### config.mk
export PLATFORM = sky130hd
export DESIGN_NAME = prog_clk_divider
export DESIGN_NICKNAME = d
export VERILOG_FILES = /design/src/rtl/prog_clk_divider_pkg.sv /design/src/rtl/prog_clk_divider_chan.sv /design/src/rtl/prog_clk_divider.sv
export SDC_FILE = /design/constraint.sdc
export NUM_CORES = 1
export LEC_CHECK = 0
export BUFFER_PORTS_ARGS = -buffer_cell sky130_fd_sc_hd__buf_2
export CAP_MARGIN = 20
export CORE_MARGIN = 2
export CORE_UTILIZATION = 45
export CTS_BUF_LIST = sky130_fd_sc_hd__clkbuf_8
export DETAILED_ROUTE_END_ITERATION = 6
export PLACE_DENSITY_LB_ADDON = 0.12
export SYNTH_ARGS = -nofsm -noshare
export SYNTH_HDL_FRONTEND = slang
export SYNTH_HIERARCHICAL = 1
export SYNTH_SLANG_ARGS = --single-unit
### constraint.sdc
create_clock -name clk -period 8.6 [get_ports clk]
set_input_delay 0.43 -clock clk [delete_from_list [all_inputs] [get_ports clk]]
set_output_delay 0.43 -clock clk [all_outputs]
set_load 0.01 [all_outputs]
### src/rtl/prog_clk_divider_pkg.sv
// Shared constants and helpers for the programmable clock divider.
package prog_clk_div_pkg;

    localparam int unsigned DIV_W_DEFAULT = 16;
    localparam int unsigned DEFAULT_DIV   = 4;

    // High portion of a period of length a: ceil(a/2) cycles.
    function automatic int unsigned high_len(input int unsigned a);
        return a - a / 2;
    endfunction

endpackage

### src/rtl/prog_clk_divider_chan.sv
// One divider channel: active/pending divisor, period counter and
// registered square/tick outputs with glitch-free divisor changeover.
module clk_div_chan
    import prog_clk_div_pkg::*;
#(
    parameter int unsigned DIV_W     = DIV_W_DEFAULT,
    parameter int unsigned RESET_DIV = DEFAULT_DIV
) (
    input  logic             clk,
    input  logic             rst,
    input  logic             en,
    input  logic             sync_clr,
    input  logic             wr_sel,
    input  logic [DIV_W-1:0] div_data,
    output logic             clk_out,
    output logic             tick,
    output logic             busy
);

    logic [DIV_W-1:0] a;
    logic [DIV_W-1:0] p;
    logic [DIV_W-1:0] cnt;
    logic             pend;

    logic [DIV_W-1:0] a_m1;
    logic [DIV_W-1:0] hi_len;
    logic             stopped;
    logic             at_wrap;
    logic             apply;

    always_comb begin
        stopped = (a == '0);
        a_m1    = stopped ? '0 : a - DIV_W'(1);
        hi_len  = DIV_W'(high_len(32'(a)));
        at_wrap = !stopped && (cnt == a_m1);
        // A stopped channel has no period to finish, so it takes P at once.
        apply   = pend && (stopped || (en && !sync_clr && at_wrap));
    end

    always_ff @(posedge clk or posedge rst) begin
        if (rst) begin
            a       <= DIV_W'(RESET_DIV);
            p       <= DIV_W'(RESET_DIV);
            pend    <= 1'b0;
            cnt     <= '0;
            tick    <= 1'b0;
            clk_out <= 1'b0;
        end else begin
            if (wr_sel) begin
                p <= div_data;
            end
            if (apply) begin
                a <= p;
            end
            // A write landing on the apply edge re-arms pend for the next wrap.
            if (wr_sel) begin
                pend <= 1'b1;
            end else if (apply) begin
                pend <= 1'b0;
            end

            if (sync_clr || stopped) begin
                cnt     <= '0;
                tick    <= 1'b0;
                clk_out <= 1'b0;
            end else if (en) begin
                tick    <= at_wrap;
                clk_out <= (cnt < hi_len);
                cnt     <= at_wrap ? '0 : cnt + DIV_W'(1);
            end
        end
    end

    assign busy = pend;

endmodule

### src/rtl/prog_clk_divider.sv
// Multi-channel programmable clock divider: channel-select decode and one
// clk_div_chan per channel.
module prog_clk_divider #(
    parameter  int unsigned NUM_CH      = 2,
    parameter  int unsigned DIV_W       = prog_clk_div_pkg::DIV_W_DEFAULT,
    parameter  int unsigned DEFAULT_DIV = prog_clk_div_pkg::DEFAULT_DIV,
    localparam int unsigned CH_W        = (NUM_CH > 1) ? $clog2(NUM_CH) : 1
) (
    input  logic              clk,
    input  logic              rst,
    input  logic              en,
    input  logic              sync_clr,
    input  logic              div_wr,
    input  logic [CH_W-1:0]   div_ch,
    input  logic [DIV_W-1:0]  div_data,
    output logic [NUM_CH-1:0] clk_out,
    output logic [NUM_CH-1:0] tick,
    output logic [NUM_CH-1:0] div_busy
);

    logic [NUM_CH-1:0] wr_sel;

    // Out-of-range channel numbers match no channel, so the write is dropped.
    always_comb begin
        wr_sel = '0;
        for (int unsigned i = 0; i < NUM_CH; i++) begin
            wr_sel[i] = div_wr && (32'(div_ch) == i);
        end
    end

    for (genvar i = 0; i < NUM_CH; i++) begin : g_ch
        clk_div_chan #(
            .DIV_W     (DIV_W),
            .RESET_DIV (DEFAULT_DIV)
        ) u_chan (
            .clk      (clk),
            .rst      (rst),
            .en       (en),
            .sync_clr (sync_clr),
            .wr_sel   (wr_sel[i]),
            .div_data (div_data),
            .clk_out  (clk_out[i]),
            .tick     (tick[i]),
            .busy     (div_busy[i])
        );
    end

endmodule
## Word-level counts from Yosys, hierarchy flattened

Index checks and enable logic that the tools add are counted.

- Add/subtract/negate cells: 6
- $mul: 0
- Div/mod/pow operators: 0
- Order comparisons: 2
- Eq/ne operators: 2
- Shifts and indexed selects: 0
- Multiplexer cells: 20
- Bitwise operators: 1
- Reductions and logical operators: 22

Operators with widths:

| cell | count |
|---|---|
| 2-to-1 mux 16 bit | 8 |
| adder 16 x 1 -> 16 bit (second input constant) | 2 |
| equality test 16 bit | 2 |
| logical NOT 16 bit | 2 |
| < comparator 16 bit | 2 |
| subtractor 16 x 1 -> 16 bit (second input constant) | 2 |
| subtractor 16 x 15 -> 16 bit | 2 |
| 2-to-1 mux 1 bit | 12 |
| logical AND 1 bit | 9 |
| nonzero test 2 bit | 4 |
| logical OR 1 bit | 4 |
| logical NOT 1 bit | 3 |
| NOT 1 bit | 1 |

- Register bits after elaboration: 102
- Bits in latches: 0
- Memory bits (writable): 0
- Bits in read-only memories: 0
- Input bits: 22
- Output and inout bits: 6
- Word-level logic and storage cells: 65
- Memories kept: 0

## Logic depth before layout (Yosys ltp)

Gate-level depths: netlist of run 1.

- Word-level depth: 9
- Mapped depth: 19
- Gate-level depth less buffers: 19

## Hierarchy

Netlist of run 1, hierarchy kept.

By module, submodules not included:

| module | instances | cells an instance | area each (um^2) | seq. area each (um^2) |
|---|---|---|---|---|
| clk_div_chan at g_ch[1].u_chan | 1 | 446 | 4,312.9 | 1,278.7 |
| clk_div_chan at g_ch[0].u_chan | 1 | 457 | 4,281.6 | 1,278.7 |
| prog_clk_divider | 1 | 2 | 16.3 | 0.0 |

## Worst setup path before layout of run 1

No wires, ideal clock.

- Path type: register to register
- Start: register g_ch[0].u_chan.a[0]
- End: register g_ch[0].u_chan.clk_out
- Setup time: 84 ps
- Arrival: 3,510 ps
- Data required time: 8,516 ps
- Path slack: 5,006 ps
- Cell stages (with the launch flop): 18
- Path buffers: 0
- Clock period less this slack: 3,594 ps
- Path through: dfrtp_1 -> inv_1 -> ha_1 -> inv_1 -> fa_1 -> nor2b_1 -> o21bai_1 -> a21oi_1 -> o211ai_1 -> nand2_1 -> a2111oi_0 -> o41ai_1 -> a21oi_1 -> xnor2_1 -> ha_1 -> a2111oi_0 -> o221ai_1 -> a21boi_0

- Longest elaborated chain between the ends: 4
- Elaborated cells on any way between the ends: 7
- Those cells by class: add/sub (1); order compare (1); mux (2); reduce/logical (3)

RTL lines:

| item | RTL line | RTL |
|---|---|---|
| from (decl) | prog_clk_divider_chan.sv:20 | `logic [DIV_W-1:0] a;` |
| from (signal assigned) | prog_clk_divider_chan.sv:42 | `a <= DIV_W'(RESET_DIV);` |
| from (signal assigned) | prog_clk_divider_chan.sv:53 | `a <= p;` |
| subtractor 16 x 15 -> 16 bit | prog_clk_divider_pkg.sv:9 | `return a - a / 2;` |
| < comparator 16 bit | prog_clk_divider_chan.sv:68 | `clk_out <= (cnt < hi_len);` |
| 2-to-1 mux 1 bit | prog_clk_divider_chan.sv:66 | `end else if (en) begin` |
| 2-to-1 mux 1 bit | prog_clk_divider_chan.sv:62 | `if (sync_clr \|\| stopped) begin` |
| to (signal assigned) | prog_clk_divider_chan.sv:68 |  |
| to (decl) | prog_clk_divider_chan.sv:15 | `output logic clk_out,` |

Several ways; a longest one is shown, not always the timed one. The select of a mux whose other input is x is not followed.
A chain may end at the register's enable or synchronous reset.

## Worst setup path in the final report of run 1

Ends and elaborated chain as after synthesis.

==> results.toml, run 1 <==
[clocking]
post-cts-setup-buffers = 0
cts-resized-gates = 0
worst_setup_hold_path_clk_slew_ns = 0.11
cts_inserted_buffers = 9
clkSinkCount = 102
max-clock-path-buffers = 2
ctsRootBufferMaster = "sky130_fd_sc_hd__clkbuf_8"
h-tree-depth = 3
cts_tree = "built"
clk_latency_ns = 0.38
postCtsHoldBufs = 0

[setup_path]
critPathCaptureType = "flip-flop"
crit_path_start_kind = "flip-flop"
worst-path-max-fanout = 5
crit_path_cell_trace = "inv_1 > ha_1 > inv_1 > fa_1 > nor2b_1 > o21bai_1 > a21oi_1 > o211ai_1 > nand2_1 > a2111oi_0 > o41ai_1 > a21oi_1 > xnor2_1 > ha_1 > a2111oi_0 > o221ai_1 > a21boi_0"
worst_path_largest_cell_delay_ns = 0.68
crit_slowest_cell = "sky130_fd_sc_hd__a2111oi_0"
ff2ff_path_depth = 17
cp.arrival_ns = 5.05
setup.reg_to_reg.worst_slack_ns = 3.84
cp.required_ns = 8.90
worstSetupPathType = "reg -> reg"

[sta]
final_critical_path_setup_slack_ns = 3.844
finalHoldViolCount = 0
slew_headroom_pct = 37.37
finalCriticalPeriod_ns = 4.756
worst_slew_pin_slew_ns = 0.9395
maxClockFrequency_mhz = 210.2
final_clock_period_utilization_by_the_worst_path_pct = 55.31
final_number_of_max_transition_violations = 0
fin_setup_tns_ns = 0
worst_clock_skew_ns = 0.01577
grt_setup_unrepaired = "no"
setup_viol = 0

[yosys]
synth_fa_ha_area_share_pct = 15.58
netlist_area_um2 = 8611
synth_area_leader_cell = "sky130_fd_sc_hd__dfrtp_1"
synth-simple-area-share_pct = 18.21
postSynth.asyncResetShare_pct = 100.0
synth.avg_cell_area_um2 = 9.515
synth.area.top_cells = "sky130_fd_sc_hd__dfrtp_1 28%, sky130_fd_sc_hd__ha_1 15%, sky130_fd_sc_hd__mux2_2 6.3%"
synth.yosys.seq_area_share_pct = 29.70
synth_enable_flop_cells = 0
synth_top_family_by_area = "simple AND/OR/NAND/NOR gates"
synth_compound_gate_area_share_pct = 14.05
synthesis.yosys.warnings = 6
post_synth_mux_area_share_pct = 9.794
most_used_standard_cell_by_instance_count_after_synthesis = "sky130_fd_sc_hd__ha_1"
synth_cell_types = 79
synth-xor-area-share_pct = 8.413
post-synth-top-area-fraction_pct = 28.48
syn-num-nets = 1033
synth-main-ff-cell = "sky130_fd_sc_hd__dfrtp_1"
synth_top_cells_by_count = "104 x sky130_fd_sc_hd__ha_1, 98 x sky130_fd_sc_hd__dfrtp_1, 66 x sky130_fd_sc_hd__inv_1"
synthesized_flop_and_latch_total = 102
syn_inst = 905

[layout]
post-route-util_pct = 48.65
antennaDiodeCount = 0
n_fill_cell = 1812
area.sequential_um2 = 2557
flow.area_growth_from_synthesis_pct = 6.045
drive_gt1_share_pct = 14.13
multi_input_gate_area_um2 = 5687
finish.net_count = 1050

[pwr]
vdd.ir_drop.worst_mv = 0.1655
p_leak_nw = 4.187
power.density_nw_per_um2 = 383.7

[routing]
detail_route.wirelength_um = 21310
ant_nets = 0
post_drt_via_cell_ratio = 5.725
drc = 0
dr.first_iter.drc_count = 453
wl_per_instance_um = 18.36
num_vias = 6647
drtPass1Iterations = 5

[grt]
remaining_overflow_grt = 0
grt_first_pass_wirelength_um = 34870
grt_max_degree = 52
number_of_antenna_violations_at_the_first_check_in_global_routing = 0
global_route.usage.total_pct = 21.86
first_global_vias = 6358

[floorplan]
total_core_area_um2 = 18770
initial_utilization_pct = 45.88
std_cell_rows = 50
die_height_um = 142.3
pin_count = 28
die_w_um = 142.3
fp.dieArea_um2 = 20260

[placed_design]
count_of_input_and_output_buffers = 27
gp_routability_congestion = 0.9044
detailedPlace.worstSlack_ns = 3.930
dp_hpwl_um = 16340

[outcome]
result_of_the_run = "complete, no violations"

[min_path]
hold_path.class = "in -> async"

[run]
drv.max_cap_violation_count = 0
## stage by stage
step / instance area, um2 / hold slack, ns / std cells / power (mW)
floorplan: 8611 / 0.4602 / 905 / 2.636
global placement: 8950 / 0.4798 / 1145 / 3.170
detailed placement: 8950 / 0.4869 / 1145 / 3.177
CTS: 9131 / 0.2448 / 1161 / 3.508
global route: 9131 / 0.2794 / 1161 / 3.862
finish: 9131 / 0.2212 / 1161 / 3.504
## layer usage
metal / wire, um / track usage, % / vias up
li1: - / - / 3310
met1: 11210 / 33.78 / 3216
met2: 9243 / 33.21 / 112
met3: 724 / 2.557 / 9
met4: 139 / 3.856 / 0
met5: 0 / 0 / -
## layout make-up
| type | instances | share of cell area, % |
|---|---|---|
| timing repair buffer | 31 | 1.809 |
| clock buffer | 10 | 1.507 |
| tap | 234 | 3.206 |
| clock inverter | 6 | 0.4796 |
| multi-input combinational | 712 | 62.28 |
| sequential | 102 | 28.01 |
| inverter | 66 | 2.713 |
## worst paths after layout
check | startpoint | end
max | g_ch[0].u_chan/a[0]$_DFFE_PP0P_ | g_ch[0].u_chan/clk_out$_DFFE_PP0P_
min in group clk | div_data[13] | g_ch[0].u_chan/p[13]$_DFFE_PP0P_
max in group asynchronous | rst | g_ch[0].u_chan/p[13]$_DFFE_PP0P_
min reg2reg | g_ch[0].u_chan/p[3]$_DFFE_PP0P_ | g_ch[0].u_chan/a[3]$_DFFE_PP0P_
min | rst | g_ch[1].u_chan/p[1]$_DFFE_PP0P_
max reg2reg | g_ch[0].u_chan/a[0]$_DFFE_PP0P_ | g_ch[0].u_chan/clk_out$_DFFE_PP0P_
## logic make-up after synthesis
group | count (synthesis)
xor+xnor | 78
mux | 72
flops | 102
fa+ha+maj | 106
buf+inv | 91
simple gates | 290
compound gates | 166
## critical path: cells and delay by family (launching register included)
family | cells | cell delay (ns)
AOI/OAI and AO/OA | 9 | 2.77
xor gates and xnor gates | 1 | 0.15
adders and majority gates | 3 | 0.85
buffers and inverters | 2 | 0.19
DFF | 1 | 0.43
and+or+nand+nor | 2 | 0.28
## sequential cells by signal, summed over array words and instances, names as in the netlist
name / count
g_ch.u_chan/busy: 2
g_ch.u_chan/p: 32
g_ch.u_chan/clk_out: 2
g_ch.u_chan/tick: 2
g_ch.u_chan/a: 32
g_ch.u_chan/cnt: 32
## placed cells by master (no fill, tap or decap), types with 6 or more instances in the layout
master                     Yosys  routed
sky130_fd_sc_hd__xor2_1       21      21
sky130_fd_sc_hd__nand4b_1      6       6
sky130_fd_sc_hd__o21ai_0      28      28
sky130_fd_sc_hd__mux2_4       10      10
sky130_fd_sc_hd__nand2b_1     12      12
sky130_fd_sc_hd__o211ai_1      7       7
sky130_fd_sc_hd__mux2_1       10      10
sky130_fd_sc_hd__nand4_1      20      20
sky130_fd_sc_hd__mux2_2       48      48
sky130_fd_sc_hd__xnor2_1      54      54
sky130_fd_sc_hd__and3_1       22      22
sky130_fd_sc_hd__a31oi_1       7       7
sky130_fd_sc_hd__nor2_1       42      42
sky130_fd_sc_hd__clkbuf_8      0      10
sky130_fd_sc_hd__buf_2         2      27
sky130_fd_sc_hd__nor4_1        7       7
sky130_fd_sc_hd__a21o_1       21      21
sky130_fd_sc_hd__nor2b_1      12      12
sky130_fd_sc_hd__a211oi_1      8       8
sky130_fd_sc_hd__dfrtp_1      98      98
sky130_fd_sc_hd__or3_1        12      12
sky130_fd_sc_hd__ha_1        104     104
sky130_fd_sc_hd__nand3_1      24      24
sky130_fd_sc_hd__nor3b_1       8       8
sky130_fd_sc_hd__a21oi_1      30      30
sky130_fd_sc_hd__nand2_1      61      61
sky130_fd_sc_hd__nor3_1       42      42
sky130_fd_sc_hd__inv_1        66      65
sky130_fd_sc_hd__o21bai_1      7       7
## where the power goes
| group | switching (mW) | internal, mW |
|---|---|---|
| clock network | 0.188 | 0.115 |
| logic | 1.37 | 1.12 |
| registers | 0.129 | 0.581 |
Note: power is estimated with default switching activity, not from simulation.
==> run 2, diff against run 1 <==
Clock period 8.6 ns to 4.61 ns, I/O delays scaled along.
==> run 2 against run 1 <==
Compared with the run above: clock power increased by 100%; clock skew increased by 0.010 ns; sequential power increased by 86%; utilization increased by 0.35 points; count of clock-buffer cells in the layout decreased by 1; combinational power increased by 88%; die area unchanged; the flow now finishes with violations (hold timing); global-route usage decreased by 0.26 points; register-to-register slack got worse by 3.4 ns; power increased by 88%; via count decreased by 0.86%.
==> results.toml, run 2 (same netlist as run 1, synthesis figures left out) <==
[outcome]
result_of_the_run = "finished with violations"
violated_checks = "hold timing"

[floorplan]
die_height_um = 142.3
std_cell_rows = 50
total_core_area_um2 = 18770
die_w_um = 142.3
initial_utilization_pct = 45.88
fp.dieArea_um2 = 20260
pin_count = 28

[grt]
first_global_vias = 6325
grt_first_pass_wirelength_um = 34270
number_of_antenna_violations_at_the_first_check_in_global_routing = 0
global_route.usage.total_pct = 21.60
remaining_overflow_grt = 0
grt_max_degree = 52

[sta]
final_critical_path_setup_slack_ns = 0.4145
slew_headroom_pct = 37.87
finalCriticalPeriod_ns = 4.196
finalHoldWorstSlack_ns = -0.007077
fin_setup_tns_ns = 0
final_clock_period_utilization_by_the_worst_path_pct = 91.01
finalHoldViolCount = 17
final_number_of_max_transition_violations = 0
worst_clock_skew_ns = 0.02618
maxClockFrequency_mhz = 238.3
worst_slew_pin_slew_ns = 0.9320
grt_setup_unrepaired = "no"
setup_viol = 0

[clocking]
clk_latency_ns = 0.41
h-tree-depth = 3
postCtsHoldBufs = 0
cts-resized-gates = 0
worst_setup_hold_path_clk_slew_ns = 0.13
cts_inserted_buffers = 9
ctsRootBufferMaster = "sky130_fd_sc_hd__clkbuf_8"
max-clock-path-buffers = 2
clkSinkCount = 102
post-cts-setup-buffers = 0
cts_tree = "built"

[pwr]
vdd.ir_drop.worst_mv = 0.3306
total_net_switching_power_mw = 3.175
pwr-share-seq_pct = 20.0
switching_share_pct = 48.15
cellInternalPower_mw = 3.418
clkPwrFrac_pct = 9.2
p_leak_nw = 4.231
comb_power_share_pct = 70.8
power.density_nw_per_um2 = 716.8

[setup_path]
worstSetupPathType = "reg -> reg"
ff2ff_path_depth = 17
crit_path_start_kind = "flip-flop"
critPathCaptureType = "flip-flop"
cp.arrival_ns = 4.50
cp.required_ns = 4.92
worst-path-max-fanout = 5

[layout]
leading_cell_types_in_the_layout_fill_and_taps_excluded = "104 x sky130_fd_sc_hd__ha_1, 98 x sky130_fd_sc_hd__dfrtp_1, 64 x sky130_fd_sc_hd__inv_1"
drive_gt1_share_pct = 14.70
leading_cell_type_in_the_layout_fill_and_taps_excluded = "sky130_fd_sc_hd__ha_1"
n_fill_cell = 1782
largest_registers = "g_ch.u_chan/a: 32 flops, g_ch.u_chan/cnt: 32 flops, g_ch.u_chan/p: 32 flops"
finish.net_count = 1055
flow.area_growth_from_synthesis_pct = 6.815
antennaDiodeCount = 0

[placed_design]
count_of_input_and_output_buffers = 27
detailedPlace.worstSlack_ns = 0.5601
gp_routability_congestion = 0.8643
dp_hpwl_um = 16210

[routing]
drc = 0
wl_per_instance_um = 18.05
drtPass1Iterations = 5
ant_nets = 0
dr.first_iter.drc_count = 465
num_vias = 6590
detail_route.wirelength_um = 21050
post_drt_via_cell_ratio = 5.652

[run]
drv.max_cap_violation_count = 0

[min_path]
hold_path.class = "in -> async"
-- run 2: changes by cell type in the layout (fill, tap and decap cells not counted), sizes merged --
cell	delta
buf	+5
clkbuf	-1
clkinv	+4
clkinvlp	-3
-- run 2: power groups by stage --
| stage | clock, mW | combinational [mW] | sequential [mW] |
|---|---|---|---|
| 6_report | 0.606 | 4.67 | 1.32 |
| 3_3_place_gp | 0 | 4.58 | 1.33 |
| 5_1_grt | 0.664 | 5.23 | 1.35 |
| 2_1_floorplan | 0 | 3.66 | 1.25 |
| 4_1_cts | 0.629 | 4.65 | 1.32 |
| 3_5_place_dp | 0 | 4.61 | 1.34 |
-- run 2: area by class of cell --
type                       instances  area, um2  area share (%)
multi-input combinational        712       5687           61.83
sequential                       102       2557           27.81
tap                              234      292.8           3.183
inverter                          66      247.7           2.694
timing repair buffer              36      202.7           2.204
clock buffer                       9      123.9           1.347
clock inverter                     7      86.33          0.9386
-- run 2: critical path, cell delays in order, from the launching register on --
cell                        delay, ns
sky130_fd_sc_hd__dfrtp_1         0.43
sky130_fd_sc_hd__inv_1           0.14
sky130_fd_sc_hd__ha_1            0.19
sky130_fd_sc_hd__inv_1           0.05
sky130_fd_sc_hd__fa_1            0.39
sky130_fd_sc_hd__nor2b_1         0.15
sky130_fd_sc_hd__o21bai_1        0.16
sky130_fd_sc_hd__a21oi_1         0.11
sky130_fd_sc_hd__o211ai_1        0.22
sky130_fd_sc_hd__nand2_1         0.13
sky130_fd_sc_hd__a2111oi_0       0.63
sky130_fd_sc_hd__o41ai_1         0.18
sky130_fd_sc_hd__a21oi_1         0.20
sky130_fd_sc_hd__xnor2_1         0.15
sky130_fd_sc_hd__ha_1            0.27
sky130_fd_sc_hd__a2111oi_0       0.36
sky130_fd_sc_hd__o221ai_1        0.18
sky130_fd_sc_hd__a21boi_0        0.17
-- run 2: routing by layer --
| metal | wire [um] | vias to the layer above | track usage [%] |
|---|---|---|---|
| met1 | 11000 | 3145 | 32.80 |
| met4 | 227 | 0 | 4.794 |
| met5 | 0 | - | 0 |
| met2 | 9025 | 123 | 32.34 |
| li1 | - | 3304 | - |
| met3 | 790 | 18 | 3.398 |
-- run 2: worst paths after layout --
check                                                 from                            endpoint  slack, ns
min in group clk                               div_data[8]     g_ch[0].u_chan/p[8]$_DFFE_PP0P_       0.07
hold reg to reg            g_ch[0].u_chan/p[1]$_DFFE_PP0P_     g_ch[0].u_chan/a[1]$_DFFE_PP0P_       0.50
max in group asynchronous                              rst  g_ch[0].u_chan/clk_out$_DFFE_PP0P_       4.12
hold / removal                                         rst     g_ch[1].u_chan/p[1]$_DFFE_PP0P_     -0.007
setup / recovery           g_ch[0].u_chan/a[0]$_DFFE_PP0P_  g_ch[0].u_chan/clk_out$_DFFE_PP0P_       0.41
setup reg to reg           g_ch[0].u_chan/a[0]$_DFFE_PP0P_  g_ch[0].u_chan/clk_out$_DFFE_PP0P_       0.41
-- run 2: stage by stage --
step / instances / total power [mW] / hold slack, ns / utilization (%) / area (um2)
CTS: 1166 / 6.596 / 0.006256 / 49.01 / 9198
finish: 1166 / 6.593 / -0.007077 / 49.01 / 9198
floorplan: 905 / 4.917 / 0.2960 / - / 8611
global placement: 1150 / 5.910 / 0.4722 / 47.89 / 8987
global route: 1166 / 7.241 / 0.03728 / 49.01 / 9198
detailed placement: 1150 / 5.949 / 0.4658 / 47.89 / 8987
